<file path="config.mk">
export PLATFORM = sky130hd
export DESIGN_NAME = mod_add_sub_unit_flat
export DESIGN_NICKNAME = d
export VERILOG_FILES = /design/src/rtl/mod_add_sub_unit_if.sv /design/src/rtl/mod_add_sub_unit.sv /design/src/flat_wrapper.sv
export SDC_FILE = /design/constraint.sdc
export NUM_CORES = 1
export LEC_CHECK = 0
export ABC_CLOCK_PERIOD_IN_PS = 4700
export CAP_MARGIN = 20
export CORE_UTILIZATION = 40
export CTS_CLUSTER_SIZE = 30
export DETAILED_ROUTE_END_ITERATION = 12
export DONT_BUFFER_PORTS = 1
export PLACE_DENSITY_LB_ADDON = 0.05
export SLEW_MARGIN = 30
export SYNTH_ARGS = -nofsm -noshare
export SYNTH_HDL_FRONTEND = slang
export SYNTH_SLANG_ARGS = --single-unit
</file>
<file path="constraint.sdc">
create_clock -name i_clk -period 4.7 [get_ports i_clk]
set_input_delay 1.41 -clock i_clk [delete_from_list [all_inputs] [get_ports i_clk]]
set_output_delay 1.41 -clock i_clk [all_outputs]
set_load 0.02 [all_outputs]
</file>
<file path="src/rtl/mod_add_sub_unit_if.sv">
// Request/result bundle for the sequential modular adder/subtractor.
// The master drives the request side; the unit (slave) drives busy/done/result.
interface mod_add_sub_unit_if #(
   parameter int K = 8
);
   logic         i_start;
   logic         i_op;
   logic [K-1:0] i_A;
   logic [K-1:0] i_B;
   logic [K-1:0] i_M;
   logic         o_busy;
   logic         o_done;
   logic [K-1:0] o_R;

   modport master (
      output i_start, i_op, i_A, i_B, i_M,
      input  o_busy, o_done, o_R
   );

   modport slave (
      input  i_start, i_op, i_A, i_B, i_M,
      output o_busy, o_done, o_R
   );
endinterface

</file>
<file path="src/rtl/mod_add_sub_unit.sv">
// Sequential (A +/- B) mod M: one shared K-bit adder runs a forward pass (S1)
// and a correction pass by M (S2), giving a fixed three-edge latency.
module mod_add_sub_unit #(
   parameter int K = 8
) (
   input  logic                 i_clk,
   input  logic                 i_rst_n,
   mod_add_sub_unit_if.slave    bus
);

   typedef enum logic [1:0] {
      IDLE = 2'd0,
      S1   = 2'd1,
      S2   = 2'd2
   } state_t;

   state_t       state;
   state_t       state_next;

   logic [K-1:0] a_q;
   logic [K-1:0] b_q;
   logic [K-1:0] m_q;
   logic [K-1:0] p_q;
   logic [K-1:0] r_q;
   logic         op_q;
   logic         c1_q;
   logic         done_q;

   logic [K-1:0] add_x;
   logic [K-1:0] add_y;
   logic         add_cin;
   logic [K-1:0] add_sum;
   logic         add_cout;
   logic [K-1:0] result;

   // S1 feeds A with B (or ~B + 1); S2 feeds P with ~M + 1 (after add) or M (after sub).
   always_comb begin
      add_x   = a_q;
      add_y   = op_q ? ~b_q : b_q;
      add_cin = op_q;
      if (state == S2) begin
         add_x   = p_q;
         add_y   = op_q ? m_q : ~m_q;
         add_cin = ~op_q;
      end
   end

   assign {add_cout, add_sum} = {1'b0, add_x} + {1'b0, add_y} + {{K{1'b0}}, add_cin};

   // An add overflowing 2^K (c1) must be reduced even when P - M itself borrows.
   always_comb begin
      result = p_q;
      if (op_q) begin
         result = c1_q ? p_q : add_sum;
      end else begin
         result = (c1_q | add_cout) ? add_sum : p_q;
      end
   end

   always_comb begin
      state_next = IDLE;
      case (state)
         IDLE:    state_next = bus.i_start ? S1 : IDLE;
         S1:      state_next = S2;
         S2:      state_next = IDLE;
         default: state_next = IDLE;
      endcase
   end

   always_ff @(posedge i_clk or negedge i_rst_n) begin
      if (!i_rst_n) begin
         state  <= IDLE;
         a_q    <= '0;
         b_q    <= '0;
         m_q    <= '0;
         op_q   <= 1'b0;
         p_q    <= '0;
         c1_q   <= 1'b0;
         r_q    <= '0;
         done_q <= 1'b0;
      end else begin
         state  <= state_next;
         done_q <= 1'b0;
         case (state)
            IDLE: begin
               if (bus.i_start) begin
                  a_q  <= bus.i_A;
                  b_q  <= bus.i_B;
                  m_q  <= bus.i_M;
                  op_q <= bus.i_op;
               end
            end
            S1: begin
               p_q  <= add_sum;
               c1_q <= add_cout;
            end
            S2: begin
               r_q    <= result;
               done_q <= 1'b1;
            end
            default: ;
         endcase
      end
   end

   assign bus.o_busy = (state == S1) || (state == S2);
   assign bus.o_done = done_q;
   assign bus.o_R    = r_q;

endmodule

</file>
<file path="src/flat_wrapper.sv">
// flat-port wrapper written by rule: the top's interface ports become plain ports
module mod_add_sub_unit_flat 
#(
   parameter int K = 8
)
  (i_clk, i_rst_n, bus_i_start, bus_i_op, bus_i_A, bus_i_B, bus_i_M, bus_o_busy, bus_o_done, bus_o_R);
  mod_add_sub_unit_if #(.K(K)) bus_i ();
  input  logic i_clk;
  input  logic i_rst_n;
  input wire logic [$bits(bus_i.i_start)-1:0] bus_i_start;
  input wire logic [$bits(bus_i.i_op)-1:0] bus_i_op;
  input wire logic [$bits(bus_i.i_A)-1:0] bus_i_A;
  input wire logic [$bits(bus_i.i_B)-1:0] bus_i_B;
  input wire logic [$bits(bus_i.i_M)-1:0] bus_i_M;
  output wire logic [$bits(bus_i.o_busy)-1:0] bus_o_busy;
  output wire logic [$bits(bus_i.o_done)-1:0] bus_o_done;
  output wire logic [$bits(bus_i.o_R)-1:0] bus_o_R;
  assign bus_i.i_start = bus_i_start;
  assign bus_i.i_op = bus_i_op;
  assign bus_i.i_A = bus_i_A;
  assign bus_i.i_B = bus_i_B;
  assign bus_i.i_M = bus_i_M;
  assign bus_o_busy = bus_i.o_busy;
  assign bus_o_done = bus_i.o_done;
  assign bus_o_R = bus_i.o_R;
  mod_add_sub_unit #(.K(K)) u_core (.i_clk(i_clk), .i_rst_n(i_rst_n), .bus(bus_i));
endmodule
</file>
After elaboration in Yosys (flattened, before gate mapping)
Index checks and enable logic that the tools add are counted.

Output and inout bits: 10. Logic and storage cells: 31. Register bits: 45.

Multiplexer cells: 11. Equal/unequal tests: 2. Reduce and logical (&&, ||, !) cells: 3. $add $sub $neg: 2. Bitwise gates (word level): 4.

Operators by type and width (number): 8-bit two-way mux (7); 8-bit inverter (2); 8-bit by 8-bit adder with 9-bit output (1); 9-bit by 1-bit adder with 9-bit output (1); 2-bit one-hot mux with 2 select lines (1); 1-bit two-way mux (3); 2-bit by 1-bit equality test with 1-bit output (second input constant) (1); 2-bit equality test (second input constant) (1); 2-bit zero test (1); 2-bit AND reduction (1); 1-bit logical OR (1); 1-bit inverter (1); 1-bit OR (1).

Longest topological paths before layout
Word-level depth: 8. Depth in mapped cells: 13.

Worst setup path after synthesis
Ideal clock, no wire load.

Path type: register to register. Start: reg u_core.state[0]. End: reg u_core.r_q[3] (netlist: u_core.bus.o_R[3]). Cell stages (with the launch flop): 14. Library setup time: 0.126 ns. Data arrival time: 3.038 ns. Path buffers: 2. Data required time: 4.574 ns. Slack: 1.537 ns. Path through: dfrtp_1 > inv_1 > ha_1 > buf_1 > buf_2 > mux2i_1 > fa_1 > inv_1 > fa_1 > a21o_1 > nand4_1 > a21oi_2 > or2_4 > o311a_1.

Cells in the longest elaborated chain, start to end: 7. Elaborated cells on any way between the ends: 10.

Ends and longest elaborated chain: start, declared (line mod_add_sub_unit.sv:17) `state_t state;`; start signal, assigned (line mod_add_sub_unit.sv:82) `state <= state_next;`; 2-bit equality test * (line mod_add_sub_unit.sv:41, mod_add_sub_unit.sv:84); 8-bit two-way mux (line mod_add_sub_unit.sv:41) `if (state == S2) begin`; 8-bit by 8-bit adder with 9-bit output (line mod_add_sub_unit.sv:48) `assign {add_cout, add_sum} = {1'b0, add_x} + {1'b0, add_y} + {{K{1'b0}}, add_cin};`; 9-bit by 1-bit adder with 9-bit output (line mod_add_sub_unit.sv:48); 1-bit OR (line mod_add_sub_unit.sv:56) `result = (c1_q | add_cout) ? add_sum : p_q;`; 8-bit two-way mux (line mod_add_sub_unit.sv:56); 8-bit two-way mux (line mod_add_sub_unit.sv:53) `if (op_q) begin`; end signal, assigned (line mod_add_sub_unit.sv:98) `r_q <= result;`; end, declared (line mod_add_sub_unit.sv:24) `logic [K-1:0] r_q;`.

Every way passes the cells marked *; elsewhere a longest branch is shown, timed or not. A chain may end at the register's enable or synchronous reset.

Worst setup path in the final report
Ends and elaborated chain as after synthesis.

==> impl_metrics.csv <==
group,metric,value,unit
power,swShare,0.4353,
logic_synthesis,yosys_most_used_dff,"dfrtp_1",
sta,worst_pin_slew,0.8087,ns
global_route,grt_pass1_wl,8273,um
global_route,grt_overflow,0,
power,p_seq_frac,0.357,
finish,area_growth_syn_to_layout,6.124,%
logic_synthesis,synthArstFlopShare,1.000,
sta,slew_violations,0,
cts,root_buffer,"clkbuf_8",
floorplan,coreArea,6026,sq um
global_route,grt_use_total,0.1670,
sta,hold_viol_final,0,
power,intPower,1.072,mW
floorplan,dieWidth,81.59,um
sta,rsz0062_at_grt,"false",
cts,clk_path_buf_depth,2,
logic_synthesis,synth_xor_area_frac,0.05185,
floorplan,pin_count,38,
cts,path_clk_slew,0.09,ns
flow_run,max_cap_violations,0,
floorplan,initial_core_util,0.4205,
hold_path,whs_endpoint,"u_core.b_q[7]",
finish,fin_area,2689,sq um
sta,max_clock_freq,0.3050,GHz
logic_synthesis,synth_top_family_by_area,"multiplexers",
power,fin_total_pwr,1.898,mW
power,pwr-share-clk,0.124,
sta,setup_tns,0,ns
sta,setup_violations,0,
finish,nNetsFinal,277,
setup_path,worstSetupPathType,"reg2reg",
hold_path,min_path_type,"reg2reg",
logic_synthesis,synthAdderAreaFrac,0.06519,
finish,num_antenna_cells,0,
logic_synthesis,syn-cell-area,2534,sq um
sta,fin_crit,3.279,ns
cts,cts_hold_buf,0,
sta,max_slew_margin,0.4596,
detailed_routing,antenna_left,0,
cts,clock_tree.htree_level_count,2,
place,port_buffers,0,
detailed_routing,drt-wirelength-per-cell,16.05,um
setup_path,required,4.89,ns
detailed_routing,first_iter_violations,75,
detailed_routing,drc,0,
detailed_routing,wirelength,5024,um
logic_synthesis,syn-num-nets,277,
logic_synthesis,synth_mux_area_frac,0.1714,
logic_synthesis,synthDistinctLibCells,42,
setup_path,reg2reg_setup_slack,1.42,ns
global_route,antenna_found_initial,0,
power,cellPowerDensity,705.9,nW/um^2
sta,clock_skew,0.009734,ns
global_route,grt_pass1_vias,1713,
logic_synthesis,synth-simple-area-share,0.08247,
setup_path,arrival,3.47,ns
floorplan,rows,28,
logic_synthesis,synth_compound_area_frac,0.1407,
floorplan,die_y,81.59,um
logic_synthesis,synth_edf_count,0,
place,hpwlAfterDp,3684,um
hold_path,hold_depth,1,
setup_path,reg2reg_depth,13,
cts,cts_sinks,45,
power,leakage,1.172,nW
cts,post_cts_buffers,0,
finish,drive_gt1_frac,0.1681,
sta,fin_crit_sh,0.6976,
logic_synthesis,synth-seq-cells,45,
floorplan,die_area,6656,sq um
hold_path,hp-start,"u_core.b_q[7]",
setup_path,critPathCaptureType,"flop",
detailed_routing,num_vias,1702,
cts,cts_resized,0,
power,p_switching,0.8262,mW
setup_path,critPathMaxFanout,23,
detailed_routing,drtPass1Iterations,4,
place,place_area,2603,sq um
logic_synthesis,yosys_warnings,0,
setup_path,r2r-start,"u_core.state[0]",
power,combPwrFrac,0.519,
power,ir_drop,0.2218,mV
finish,fill_cells,606,
cts,clock_latency,0.30,ns
setup_path,r2r_end,"u_core.bus.o_R[3]",
run_status,status,"complete, no violations",
cts,cts_tree,"done",
place,gp_congestion,0.7590,
cts,cts-buffers-inserted,5,
global_route,grt_max_degree,46,
logic_synthesis,syn_area_per_cell,10.69,sq um
detailed_routing,viasPerCell,5.438,
logic_synthesis,synth-seq-area-share,0.4444,
setup_path,critPathLaunchType,"flop",
logic_synthesis,netlist_instances,237,
flip-flops by register name, indices dropped and copies added (netlist names):
register,cells
u_core.m_q,8
u_core.bus.o_R,8
u_core.state,2
u_core.b_q,8
u_core.bus.o_done,1
u_core.p_q,8
u_core.c1_q,1
u_core.op_q,1
u_core.a_q,8
power groups by stage:
stage / sequential (mW) / clock [mW] / combinational [mW]
after global routing: 0.697 / 0.261 / 1.10
after global placement: 0.686 / 0 / 0.966
after detailed placement: 0.688 / 0 / 0.981
after CTS: 0.680 / 0.247 / 0.987
final: 0.678 / 0.235 / 0.985
after floorplan: 0.623 / 0 / 0.834
how the worst max path moves through the flow:
| stage | to | start | slack, ns |
|---|---|---|---|
| 2_1_floorplan | u_core.bus.o_R[3] | u_core.state[0] | 1.54 |
| 4_1_cts | u_core.bus.o_R[3] | u_core.state[0] | 1.40 |
| 5_1_grt | u_core.bus.o_R[2] | u_core.state[0] | 1.17 |
| 3_5_place_dp | u_core.bus.o_R[3] | u_core.state[0] | 1.42 |
| 3_3_place_gp | u_core.bus.o_R[4] | u_core.state[0] | 1.56 |
| 6_report | u_core.bus.o_R[3] | u_core.state[0] | 1.42 |
cell type report:
class | count | area, sq um | share of cell area
clock inverter | 3 | 17.52 | 0.006515
clock buffer | 5 | 68.82 | 0.02559
tap | 75 | 93.84 | 0.03490
multi-input combinational | 164 | 1296 | 0.4821
sequential | 45 | 1126 | 0.4188
timing repair buffer | 2 | 15.01 | 0.005584
inverter | 19 | 71.32 | 0.02652
worst max-delay path, stage by stage (launching register included):
cell and delay, ns:
dfrtp_1 0.35, inv_1 0.06, ha_1 0.19, buf_4 0.22, inv_1 0.12, buf_4 0.22
mux2i_1 0.27, xnor2_1 0.15, fa_1 0.51, a21o_1 0.21, nand4_1 0.14, a21oi_2 0.13
or2_4 0.28, o311a_1 0.30
per-layer routing:
layer / GRT usage / part of all wire
met3: 0.04222 / 0.065
met2: 0.2558 / 0.43
met1: 0.2244 / 0.48
met4: 0.06842 / 0.019
met5: 0 / 0
cell families (layout without fill, tap and decap cells):
| group | after synthesis | after routing |
|---|---|---|
| AO/OA/AOI/OAI | 52 | 52 |
| flip-flops | 45 | 45 |
| AND/OR/NAND/NOR | 45 | 45 |
| multiplexers | 40 | 40 |
| buffers and inverters | 28 | 29 |
| XOR/XNOR | 15 | 15 |
| adder cells (fa/ha/maj) | 12 | 12 |
through the flow:
stage                     setup slack, ns  utilization  hold slack [ns]  std cells
after floorplan                     1.537            -           0.4739        237
after global placement              1.555       0.4319           0.4933        305
after detailed placement            1.421       0.4319           0.4988        305
after CTS                           1.403       0.4462           0.5197        313
after global routing                1.165       0.4462           0.5369        313
final                               1.421       0.4462           0.5096        313
cell usage after synthesis, types with 2 or more instances:
cell type	number	area share
dfrtp_1	45	0.44
mux2_2	27	0.12
inv_1	19	0.028
nand2_1	15	0.022
nor2_1	15	0.022
mux2i_1	13	0.051
xnor2_1	13	0.045
a21oi_1	12	0.024
o21ai_0	11	0.022
ha_1	10	0.049
buf_2	5	0.0099
o211ai_1	5	0.015
nor2b_1	4	0.0099
a21o_1	3	0.0089
nand2b_1	3	0.0074
a2111o_1	2	0.0089
a21oi_2	2	0.0069
a41oi_1	2	0.0069
buf_1	2	0.0030
clkbuf_1	2	0.0030
fa_1	2	0.016
o311a_1	2	0.0079
o31ai_1	2	0.0059
o32ai_1	2	0.0069
xor2_1	2	0.0069
cells in the final DEF, fill, tap and decap left out, drive strengths merged, types with 5 or more instances in the layout:
master	synthesis	routed
a21oi	14	14
clkbuf	2	5
dfrtp	45	45
ha	10	10
inv	19	19
mux2	27	27
mux2i	13	13
nand2	15	15
nor2	15	15
o211ai	5	5
o21ai	12	12
xnor2	13	13
Note: power is estimated with default switching activity, not from simulation.
==> edit: new RTL, config.mk and constraints unchanged <==
`K` is set to 8 in 3 places; all go to 4.
--- a/src/rtl/mod_add_sub_unit_if.sv
+++ b/src/rtl/mod_add_sub_unit_if.sv
@@ -1,7 +1,7 @@
 // Request/result bundle for the sequential modular adder/subtractor.
 // The master drives the request side; the unit (slave) drives busy/done/result.
 interface mod_add_sub_unit_if #(
-   parameter int K = 8
+   parameter int K = 4
 );
    logic         i_start;
    logic         i_op;
--- a/src/rtl/mod_add_sub_unit.sv
+++ b/src/rtl/mod_add_sub_unit.sv
@@ -1,7 +1,7 @@
 // Sequential (A +/- B) mod M: one shared K-bit adder runs a forward pass (S1)
 // and a correction pass by M (S2), giving a fixed three-edge latency.
 module mod_add_sub_unit #(
-   parameter int K = 8
+   parameter int K = 4
 ) (
    input  logic                 i_clk,
    input  logic                 i_rst_n,
--- a/src/flat_wrapper.sv
+++ b/src/flat_wrapper.sv
@@ -1,7 +1,7 @@
 // flat-port wrapper written by rule: the top's interface ports become plain ports
 module mod_add_sub_unit_flat 
 #(
-   parameter int K = 8
+   parameter int K = 4
 )
   (i_clk, i_rst_n, bus_i_start, bus_i_op, bus_i_A, bus_i_B, bus_i_M, bus_o_busy, bus_o_done, bus_o_R);
   mod_add_sub_unit_if #(.K(K)) bus_i ();
Ports: changed (resized bus_i_A, bus_i_B, bus_i_M and bus_o_R); port bits go from 38 to 22. The function was not compared with the original's and may differ.
==> edit against the unedited design <==
Worst setup slack improved by 0.22 ns; clock skew rose by 0.00070 ns; sequential cell count is 20 lower; cell count is 46% lower; cell area down 46%; total power decreased by 53%; synthesized area fell by 46%; wire length fell by 55%; largest power group unchanged; highest routed layer unchanged.
==> edit: results (changes against the unedited design) <==
qor: cells_and_area.nMultiInputCombCells 82 [was 164]
qor: cells_and_area.num-clock-buffers 4 [was 5]
qor: cells_and_area.clockNetworkAreaShare 1.83% [was 3.21%]
qor: route.detail_route.first_pass.iterations 3 [was 4]
qor: run_status.status finished, final reports clean [unchanged]
qor: cells_and_area.layout.nonclk_buf_share 0.522% [was 0.558%]
qor: cells_and_area.non_clock_buffer_count 1 [was 2]
qor: clocking.cts_root_buffer_type clkbuf_4 [was clkbuf_8]
qor: setup_path.cp_max_fo 19 [was 23]
qor: route.via_per_inst 5.07 [was 5.44]
qor: clocking.clk_pin_slew 0.14 ns [was 0.09 ns]
qor: route.detail_route.iter0.violations 17 [was 75]
qor: placed_design.worst_setup_timing_slack_at_the_placement_stage 1.64 ns [was 1.42 ns]
qor: cells_and_area.flops_and_latches 25 [was 45]
qor: setup_path.arrival 3.27 ns [was 3.47 ns]
qor: synthesis.post_synth_mux_area_share 16.4% [was 17.1%]
qor: power.switching_share 39.6% [was 43.5%]
qor: power.total_power 0.892 mW [was 1.90 mW]
qor: synthesis.synth_top_cells_by_area dfrtp_1 (45%), mux2_2 (9.8%), mux2i_1 (6.6%), ha_1 (5.5%), xnor2_1 (4.5%) [was dfrtp_1 (44%), mux2_2 (12%), mux2i_1 (5.1%), ha_1 (4.9%), xnor2_1 (4.5%)]
qor: grt.grt_util_met3 2.13% [was 4.22%]
qor: grt.first_global_vias 895 [was 1,713]
qor: min_path.min-delay-start u_core.b_q[1] [was u_core.b_q[7]]
qor: grt.global_route_wire_length_before_repair 4.05 mm [was 8.27 mm]
qor: placed_design.postPlaceCellArea 1410 um^2 [was 2600 um^2]
qor: grt.met2_track_utilization_from_global_routing 25.4% [was 25.6%]
qor: route.wl_met1 1.08 mm [was 2.43 mm]
qor: cells_and_area.final.fill_count 329 [was 606]
qor: clocking.ctsHtreeMaxLevel 1 [was 2]
qor: cells_and_area.non_clock_inverter_count 13 [was 19]
qor: grt.global_route.usage.total 15.2% [was 16.7%]
qor: grt.grt_max_degree 26 [was 46]
qor: synthesis.netlist_top_cells_count dfrtp_1 (25), nand2_1 (16), inv_1 (13) [was dfrtp_1 (45), mux2_2 (27), inv_1 (19)]
edit: cell count changes after synthesis, sizes merged, moves of 5 or more:
cell and change:
mux2 -15, o211ai -5, o21ai -5, inv -6, dfrtp -20, xnor2 -6
a21oi -14, nor2 -13
edit: power by group through the flow:
| stage | clock network [mW] | registers, mW | logic, mW |
|---|---|---|---|
| global placement | 0 | 0.367 | 0.431 |
| finish | 0.0938 | 0.361 | 0.437 |
| floorplan | 0 | 0.345 | 0.378 |
| detailed placement | 0 | 0.367 | 0.442 |
| CTS | 0.0988 | 0.362 | 0.443 |
| global route | 0.108 | 0.375 | 0.499 |
edit: final timing paths:
check / endpoint / slack [ns]
worst max register to register: u_core.bus.o_R[3] / 1.64
max in group asynchronous: u_core.p_q[1] / 3.85
worst min-delay path: u_core.b_q[1] / 0.49
worst min register to register: u_core.b_q[1] / 0.49
worst max-delay path: u_core.bus.o_R[3] / 1.64
min in group asynchronous: u_core.bus.o_R[1] / 0.77
